File: config.mk
export PLATFORM = sky130hd
export DESIGN_NAME = code_lock_validator
export DESIGN_NICKNAME = d
export VERILOG_FILES = /design/src/rtl/code_lock_pkg.sv /design/src/rtl/code_lock_validator_lockout_timer.sv /design/src/rtl/code_lock_validator.sv
export SDC_FILE = /design/constraint.sdc
export NUM_CORES = 1
export LEC_CHECK = 0
export ABC_AREA = 1
export BUFFER_PORTS_ARGS = -buffer_cell sky130_fd_sc_hd__buf_2
export CORE_MARGIN = 2
export CORE_UTILIZATION = 36
export DETAILED_ROUTE_END_ITERATION = 10
export PLACE_DENSITY = 0.56
export SYNTH_ARGS = -nofsm -noshare
export SYNTH_HDL_FRONTEND = slang
export SYNTH_SLANG_ARGS = --single-unit
File: constraint.sdc
create_clock -name clk -period 1.65 [get_ports clk]
set_input_delay 0.165 -clock clk [delete_from_list [all_inputs] [get_ports clk]]
set_output_delay 0.165 -clock clk [all_outputs]
set_load 0.03 [all_outputs]
File: src/rtl/code_lock_pkg.sv
// Shared types and sizing helpers for the code lock validator slice.
package code_lock_pkg;

  typedef enum logic [1:0] {
    IDLE    = 2'd0,
    ENTRY   = 2'd1,
    LOCKOUT = 2'd2
  } lock_state_e;

  localparam int ESC_CAP     = 8;
  localparam int ESC_MAX_LVL = $clog2(ESC_CAP);

  function automatic int count_w(input int max_val);
    return (max_val < 1) ? 1 : $clog2(max_val + 1);
  endfunction

  // Timer must hold the longest (fully escalated) lockout.
  function automatic int lockout_w(input int cycles);
    return count_w(cycles * ESC_CAP);
  endfunction

endpackage

File: src/rtl/code_lock_validator_lockout_timer.sv
// Loadable lockout down-counter; CODE_LOCK_ESCALATE_EN adds a doubling escalation level.
module lockout_timer
  import code_lock_pkg::*;
#(
  parameter int CNT_W = 13
) (
  input  logic             clk,
  input  logic             reset,
  input  logic [CNT_W-1:0] load_val,
  input  logic             start,
  input  logic             esc_clear,
  output logic             busy,
  output logic             done
);

  localparam int LVL_W = count_w(ESC_MAX_LVL);

  logic [CNT_W-1:0] cnt_r;
  logic             busy_r;
  logic             done_r;
  logic [CNT_W-1:0] load_s;

`ifdef CODE_LOCK_ESCALATE_EN
  logic [LVL_W-1:0] esc_lvl_r;

  // Escalation level: steps up on each lockout start, capped, cleared by a good code.
  always_ff @(posedge clk) begin
    if (reset) begin
      esc_lvl_r <= {LVL_W{1'b0}};
    end else if (esc_clear) begin
      esc_lvl_r <= {LVL_W{1'b0}};
    end else if (start && (esc_lvl_r != LVL_W'(ESC_MAX_LVL))) begin
      esc_lvl_r <= esc_lvl_r + LVL_W'(1);
    end else begin
      esc_lvl_r <= esc_lvl_r;
    end
  end

  assign load_s = load_val << esc_lvl_r;
`else
  logic unused_esc_s;
  assign unused_esc_s = esc_clear;
  assign load_s       = load_val;
`endif

  // Down-counter; done is raised one cycle early so the consumer's registered
  // response lands exactly load_s cycles after start.
  always_ff @(posedge clk) begin
    if (reset) begin
      cnt_r  <= {CNT_W{1'b0}};
      busy_r <= 1'b0;
      done_r <= 1'b0;
    end else begin
      done_r <= 1'b0;
      if (start) begin
        cnt_r  <= load_s;
        busy_r <= 1'b1;
      end else if (busy_r) begin
        cnt_r <= cnt_r - CNT_W'(1);
        if (cnt_r == CNT_W'(2)) begin
          done_r <= 1'b1;
          busy_r <= 1'b0;
        end else begin
          busy_r <= 1'b1;
        end
      end else begin
        cnt_r <= cnt_r;
      end
    end
  end

  assign busy = busy_r;
  assign done = done_r;

endmodule

File: src/rtl/code_lock_validator.sv
// Multi-digit code validator with failure counting, timed lockout and code reprogramming.
// Optional lockout escalation is enabled by defining CODE_LOCK_ESCALATE_EN.
module code_lock_validator
  import code_lock_pkg::*;
#(
  parameter int DIGIT_W        = 4,
  parameter int CODE_LEN       = 4,
  parameter int MAX_ERRORS     = 3,
  parameter int LOCKOUT_CYCLES = 1000
) (
  input  logic                              clk,
  input  logic                              reset,
  input  logic [DIGIT_W-1:0]                digit_in,
  input  logic                              digit_valid,
  input  logic                              enter,
  input  logic                              clear,
  input  logic                              prog_req,
  input  logic                              lock_open,
  output logic                              code_ok,
  output logic                              code_fail,
  output logic                              prog_done,
  output logic                              locked_out,
  output logic [$clog2(MAX_ERRORS+1)-1:0]   error_count,
  output logic [$clog2(CODE_LEN+1)-1:0]     digit_count
);

  localparam int BUF_W = DIGIT_W * CODE_LEN;
  localparam int EC_W  = $clog2(MAX_ERRORS + 1);
  localparam int DC_W  = $clog2(CODE_LEN + 1);
  localparam int TMR_W = lockout_w(LOCKOUT_CYCLES);

  lock_state_e      state_r;
  logic [BUF_W-1:0] buf_r;
  logic [BUF_W-1:0] stored_r;
  logic [DC_W-1:0]  dcnt_r;
  logic [EC_W-1:0]  ecnt_r;
  logic             code_ok_r;
  logic             code_fail_r;
  logic             prog_done_r;
  logic             locked_out_r;

  logic             full_s;
  logic             match_s;
  logic             prog_mode_s;
  logic             attempt_s;
  logic [EC_W-1:0]  ecnt_inc_s;
  logic             trip_s;
  logic             esc_clear_s;
  logic             tmr_done_s;
  logic             unused_tmr_busy_s;

  // Attempt decode shared by the FSM and the lockout timer.
  always_comb begin
    full_s      = (dcnt_r == DC_W'(CODE_LEN));
    match_s     = full_s && (buf_r == stored_r);
    prog_mode_s = prog_req && lock_open;
    attempt_s   = (state_r != LOCKOUT) && enter && !clear;
    ecnt_inc_s  = ecnt_r + EC_W'(1);
    trip_s      = attempt_s && !prog_mode_s && !match_s && (ecnt_inc_s == EC_W'(MAX_ERRORS));
    esc_clear_s = attempt_s && !prog_mode_s && match_s;
  end

  lockout_timer #(
    .CNT_W (TMR_W)
  ) u_lockout_timer (
    .clk       (clk),
    .reset     (reset),
    .load_val  (TMR_W'(LOCKOUT_CYCLES)),
    .start     (trip_s),
    .esc_clear (esc_clear_s),
    .busy      (unused_tmr_busy_s),
    .done      (tmr_done_s)
  );

  // Main FSM: digit capture, check/program on enter, lockout hold.
  always_ff @(posedge clk) begin
    if (reset) begin
      state_r      <= IDLE;
      buf_r        <= {BUF_W{1'b0}};
      stored_r     <= {BUF_W{1'b0}};
      dcnt_r       <= {DC_W{1'b0}};
      ecnt_r       <= {EC_W{1'b0}};
      code_ok_r    <= 1'b0;
      code_fail_r  <= 1'b0;
      prog_done_r  <= 1'b0;
      locked_out_r <= 1'b0;
    end else begin
      code_ok_r   <= 1'b0;
      code_fail_r <= 1'b0;
      prog_done_r <= 1'b0;
      case (state_r)
        IDLE, ENTRY: begin
          if (clear || enter) begin
            buf_r   <= {BUF_W{1'b0}};
            dcnt_r  <= {DC_W{1'b0}};
            state_r <= IDLE;
            if (attempt_s) begin
              if (prog_mode_s) begin
                if (full_s) begin
                  stored_r    <= buf_r;
                  prog_done_r <= 1'b1;
                end else begin
                  stored_r <= stored_r;
                end
              end else if (match_s) begin
                code_ok_r <= 1'b1;
                ecnt_r    <= {EC_W{1'b0}};
              end else begin
                code_fail_r <= 1'b1;
                ecnt_r      <= ecnt_inc_s;
                if (trip_s) begin
                  state_r      <= LOCKOUT;
                  locked_out_r <= 1'b1;
                end else begin
                  locked_out_r <= 1'b0;
                end
              end
            end else begin
              ecnt_r <= ecnt_r;
            end
          end else if (digit_valid) begin
            // Newest digit enters at the bottom; older digits age out of the top.
            buf_r   <= (buf_r << DIGIT_W) | BUF_W'(digit_in);
            state_r <= ENTRY;
            if (!full_s) begin
              dcnt_r <= dcnt_r + DC_W'(1);
            end else begin
              dcnt_r <= dcnt_r;
            end
          end else begin
            state_r <= state_r;
          end
        end
        LOCKOUT: begin
          if (tmr_done_s) begin
            locked_out_r <= 1'b0;
            ecnt_r       <= {EC_W{1'b0}};
            state_r      <= IDLE;
          end else begin
            state_r <= LOCKOUT;
          end
        end
        default: begin
          state_r      <= IDLE;
          buf_r        <= {BUF_W{1'b0}};
          dcnt_r       <= {DC_W{1'b0}};
          locked_out_r <= 1'b0;
        end
      endcase
    end
  end

  assign code_ok     = code_ok_r;
  assign code_fail   = code_fail_r;
  assign prog_done   = prog_done_r;
  assign locked_out  = locked_out_r;
  assign error_count = ecnt_r;
  assign digit_count = dcnt_r;

endmodule

==> implementation parameters <==
Parameter                              Value

Place
  Area after DPL ... ~0.003 mm^2
  Number of input and output port buffers inserted ... 19
  Worst Setup Slack post-DPL ... around 0.085 ns
  DP HPWL ... roughly 4300 um
  Placer Congestion ... ~0.84

Routing
  Vias ... between 2000 and 2500
  Number of nets with antenna violations after detailed routing ... 0
  # DRC ... 0
  Number of DRC markers in iteration 0 ... 73
  Via count normalized by instance count ... 4.67
  Number of detailed-routing iterations run before antenna repair ... 4
  Post-detailed-route wirelength per cell ... around 12 um
  Aggregate routed wire length ... approximately 6000 um

Run status
  Status ... finished, final reports clean

Clock tree
  CTS tree ... built
  Number of hold buffers added after cts ... 0
  Clock-pin slew on the worst setup and hold paths ... 0.06 ns
  Count of H-tree levels built during CTS ... 3
  CTS Sinks ... 58
  Number of buffers created by CTS ... 9
  Buffer levels on the longest clock path ... 2
  Clk Latency, worst-skew pair ... 0.33 ns
  Clock root buffer ... sky130_fd_sc_hd__clkbuf_8

Timing
  RSZ-0062 raised after global routing ... no
  Number of setup violations in the final report ... 0
  Period minus WS final ... roughly 1.5 ns
  Worst slew margin ... between 80% and 90%
  Tightest Pin Transition ... about 0.3 ns
  Setup slack after layout ... roughly 0.12 ns
  Layout Skew ... 0.00695 ns
  Final Max Tran Viols ... 0
  Achievable Freq ... approximately 650 MHz
  Post-route fraction of the period consumed by the critical path ... between 90% and 100%
  Post-Route Setup TNS ... 0 ns
  Count of endpoints failing hold in the final timing report ... 0

Worst setup path
  Worst Setup Start Kind ... flop
  Data arrival at the endpoint of the critical path ... ~1.8 ns
  Critical path peak fanout ... 8
  Crit. Startpoint ... digit_count[0]
  Required time of the worst setup path ... approximately 1.9 ns
  Worst reg2reg path startpoint ... digit_count[0]
  Critical path start-end classification ... flop to flop
  Critical Path End Type ... flop

Power and ir drop
  Total internal power ... 2210 uW
  Power spent charging and discharging nets ... 721 uW
  Proportion of power drawn by combinational gates ... around 8%
  Clk pwr share ... around 43%
  Total power after layout ... roughly 3000 uW
  Maximum vdd ir drop ... 0.000324 V
  Leakage power total ... between 0.001 and 0.0015 uW
  Sequential Power Share ... between 40% and 50%
  Switching share of total power ... about a quarter
  Total power per unit cell area ... ~890 mW/mm^2

Finish
  Fillcell total ... 803
  Total Nets Final ... 420
  Synth-to-layout area growth ... 16.4%
  Fraction of layout cells with a size suffix above 1 ... between 20% and 30%
  Total inserted antenna cells ... 0
  Finished Cell Area ... roughly 0.0033 mm^2

Synthesis
  Cell Area, Synth ... about 0.0028 mm^2
  Synth Area in Adders ... under 10%
  Main combinational cell family by area after synthesis ... simple AND/OR/NAND/NOR gates
  Async S/R FF share, synth ... 0%
  Post-synthesis share of cell area spent on xor and xnor gates ... under 10%
  Mux cell area share after synthesis ... 0%
  Simple logic cell fraction of the synthesized area ... 27.1%
  Average cell area after synthesis ... between 7 and 8 um^2
  Post-synth EDFFs ... 0
  Largest area contributor in the synthesized netlist ... sky130_fd_sc_hd__dfxtp_1
  Syn_nets ... 392
  Synth Area in Compound Gates ... roughly 16%
  Total number of yosys warnings ... 0
  Sequential element share of the synthesized area ... around two fifths
  Synthesized netlist cell count ... between 300 and 400
  Portion of synthesized cell area occupied by the leading cell type ... a little over 40%
  Leading cell types by total area after synthesis ... sky130_fd_sc_hd__dfxtp_1 41%, sky130_fd_sc_hd__nand2_1 8.2%, sky130_fd_sc_hd__a21oi_1 7.3%
  Leading register cell type out of synthesis ... sky130_fd_sc_hd__dfxtp_1
  Count of state elements after synthesis ... slightly below 60
  Post-synthesis cell type count ... 39

GRT
  Global-route wire length before repair ... 10100 um
  Overflow left after global routing ... 0
  Initial antenna violation count ... 0
  Largest net degree at the start of global routing ... 31
  Via count of the first global-routing pass ... 2202
  Global Route Usage Sum ... between 10% and 20%

Floorplan
  Effective utilization at floorplan ... between 30% and 40%
  Area inside the core boundary ... about 0.0077 mm^2
  Die width ... ~93 um
  Die ar. ... 0.00858 mm^2
  Die Ht ... just over 90 um
  Site row count ... 32
  I/O pin total ... 20

Flow run
  Max-cap violations ... 0

Hold path
  Start point of the worst min-delay path ... digit_valid
  Hold/Removal Path Class ... input port to flop
state kept, by name, indices dropped and copies added, names as in the netlist:
| name | flops |
|---|---|
| buf_r | 16 |
| code_fail | 1 |
| code_ok | 1 |
| digit_count | 3 |
| error_count | 2 |
| locked_out | 1 |
| prog_done | 1 |
| state_r | 2 |
| stored_r | 16 |
| u_lockout_timer.busy | 1 |
| u_lockout_timer.cnt_r | 13 |
| u_lockout_timer.done | 1 |
cell families after synthesis:
logic type,after synthesis
adder cells (fa/ha/maj),5
AO/OA/AOI/OAI,81
flip-flops,58
XOR/XNOR,11
buffers and inverters,67
AND/OR/NAND/NOR,154
cell type report:
type	instances	area (um^2)	share of cell area, %
multi-input cells	251	1410	42.8
repair buffers	29	195	5.93
flip-flops and latches	58	1160	35.3
inverters	55	206	6.27
clock inverters	1	7.51	0.228
clock buffers	14	183	5.55
well taps	102	128	3.88
power by group through the flow:
stage	registers, uW	logic (uW)	clock network (uW)
floorplan	1480	153	0
global placement	1470	224	0
detailed placement	1470	224	0
CTS	1440	226	1300
global route	1450	255	1370
finish	1440	229	1260
layer usage:
| layer | vias up | track usage [%] | share of wire, % |
|---|---|---|---|
| met5 | - | 0 | 0 |
| met4 | 0 | 5.39 | 1.0 |
| met3 | 7 | 5.13 | 3.1 |
| met2 | 29 | 24.5 | 45 |
| met1 | 1080 | 18.7 | 51 |
| li1 | 1268 | - | - |
layout by cell type (no fill, tap or decap), types with 2 or more instances in the layout:
| master | Yosys | final |
|---|---|---|
| sky130_fd_sc_hd__nand2_8 | 2 | 2 |
| sky130_fd_sc_hd__nor3_2 | 2 | 2 |
| sky130_fd_sc_hd__nor3_1 | 7 | 7 |
| sky130_fd_sc_hd__nor4_1 | 2 | 2 |
| sky130_fd_sc_hd__buf_2 | 2 | 19 |
| sky130_fd_sc_hd__or2_2 | 3 | 3 |
| sky130_fd_sc_hd__nand2_1 | 62 | 60 |
| sky130_fd_sc_hd__clkbuf_8 | 0 | 13 |
| sky130_fd_sc_hd__inv_2 | 13 | 16 |
| sky130_fd_sc_hd__dfxtp_1 | 58 | 56 |
| sky130_fd_sc_hd__nand2_2 | 6 | 8 |
| sky130_fd_sc_hd__a31oi_1 | 3 | 3 |
| sky130_fd_sc_hd__a21oi_1 | 41 | 41 |
| sky130_fd_sc_hd__nand3_1 | 9 | 9 |
| sky130_fd_sc_hd__nand4_1 | 4 | 4 |
| sky130_fd_sc_hd__xnor2_1 | 6 | 6 |
| sky130_fd_sc_hd__nor2_4 | 3 | 3 |
| sky130_fd_sc_hd__dfxtp_2 | 0 | 2 |
| sky130_fd_sc_hd__buf_12 | 0 | 2 |
| sky130_fd_sc_hd__xor2_1 | 5 | 5 |
| sky130_fd_sc_hd__a211oi_2 | 3 | 3 |
| sky130_fd_sc_hd__a211oi_1 | 9 | 9 |
| sky130_fd_sc_hd__inv_1 | 41 | 39 |
| sky130_fd_sc_hd__buf_4 | 1 | 8 |
| sky130_fd_sc_hd__nor2_1 | 36 | 35 |
| sky130_fd_sc_hd__ha_1 | 5 | 4 |
| sky130_fd_sc_hd__o21ai_0 | 22 | 22 |
| sky130_fd_sc_hd__nor2_2 | 12 | 13 |
stage by stage:
step           cells  hold WS [ns]  utilization (%)
2_1_floorplan    376         0.317                -
3_3_place_gp     492         0.442             39.8
3_5_place_dp     492         0.452             39.8
4_1_cts          507         0.101             42.2
5_1_grt          510         0.117             42.8
6_report         510         0.116             42.8
synth_stat cells, types with 2 or more instances:
cell type                  count
sky130_fd_sc_hd__inv_1        41
sky130_fd_sc_hd__a211oi_1      9
sky130_fd_sc_hd__a211oi_2      3
sky130_fd_sc_hd__nor2_2       12
sky130_fd_sc_hd__nand3_1       9
sky130_fd_sc_hd__buf_6         2
sky130_fd_sc_hd__nand2_2       6
sky130_fd_sc_hd__a31oi_1       3
sky130_fd_sc_hd__clkbuf_1      5
sky130_fd_sc_hd__o21ai_0      22
sky130_fd_sc_hd__dfxtp_1      58
sky130_fd_sc_hd__nor2_4        3
sky130_fd_sc_hd__nor2_1       36
sky130_fd_sc_hd__nor3_1        7
sky130_fd_sc_hd__inv_2        13
sky130_fd_sc_hd__xor2_1        5
sky130_fd_sc_hd__nand2_8       2
sky130_fd_sc_hd__or2_2         3
sky130_fd_sc_hd__a21oi_1      41
sky130_fd_sc_hd__nor4_1        2
sky130_fd_sc_hd__nor3_2        2
sky130_fd_sc_hd__nand4_1       4
sky130_fd_sc_hd__xnor2_1       6
sky130_fd_sc_hd__nand2_1      62
sky130_fd_sc_hd__buf_2         2
sky130_fd_sc_hd__ha_1          5
critical path: stages (launching register included):
cell and delay, ns:
sky130_fd_sc_hd__dfxtp_2 0.33, sky130_fd_sc_hd__inv_2 0.07, sky130_fd_sc_hd__ha_4 0.13, sky130_fd_sc_hd__nand2_2 0.05, sky130_fd_sc_hd__inv_2 0.08, sky130_fd_sc_hd__nand2_2 0.05
sky130_fd_sc_hd__nor2_2 0.10, sky130_fd_sc_hd__nand2_2 0.07, sky130_fd_sc_hd__nor2_4 0.13, sky130_fd_sc_hd__nand3_4 0.13, sky130_fd_sc_hd__nand2_8 0.14, sky130_fd_sc_hd__nand2_8 0.09
sky130_fd_sc_hd__nor3_2 0.10
path summary, 6_finish.rpt:
check | slack [ns] | cells past startpoint | end
worst min register to register | 0.46 | 2 | stored_r[5]
worst max register to register | 0.12 | 12 | u_lockout_timer.done
worst min-delay path | 0.12 | 3 | state_r[0]
worst max-delay path | 0.12 | 12 | u_lockout_timer.done
repair_timing:
item                                   4_1_cts  5_1_grt
endpoints found under the hold margin        0        0
setup endpoints to repair                    0       12
gates resized for setup                      0       10
setup buffers                                0        3
(Power assumes the default switching activity.)
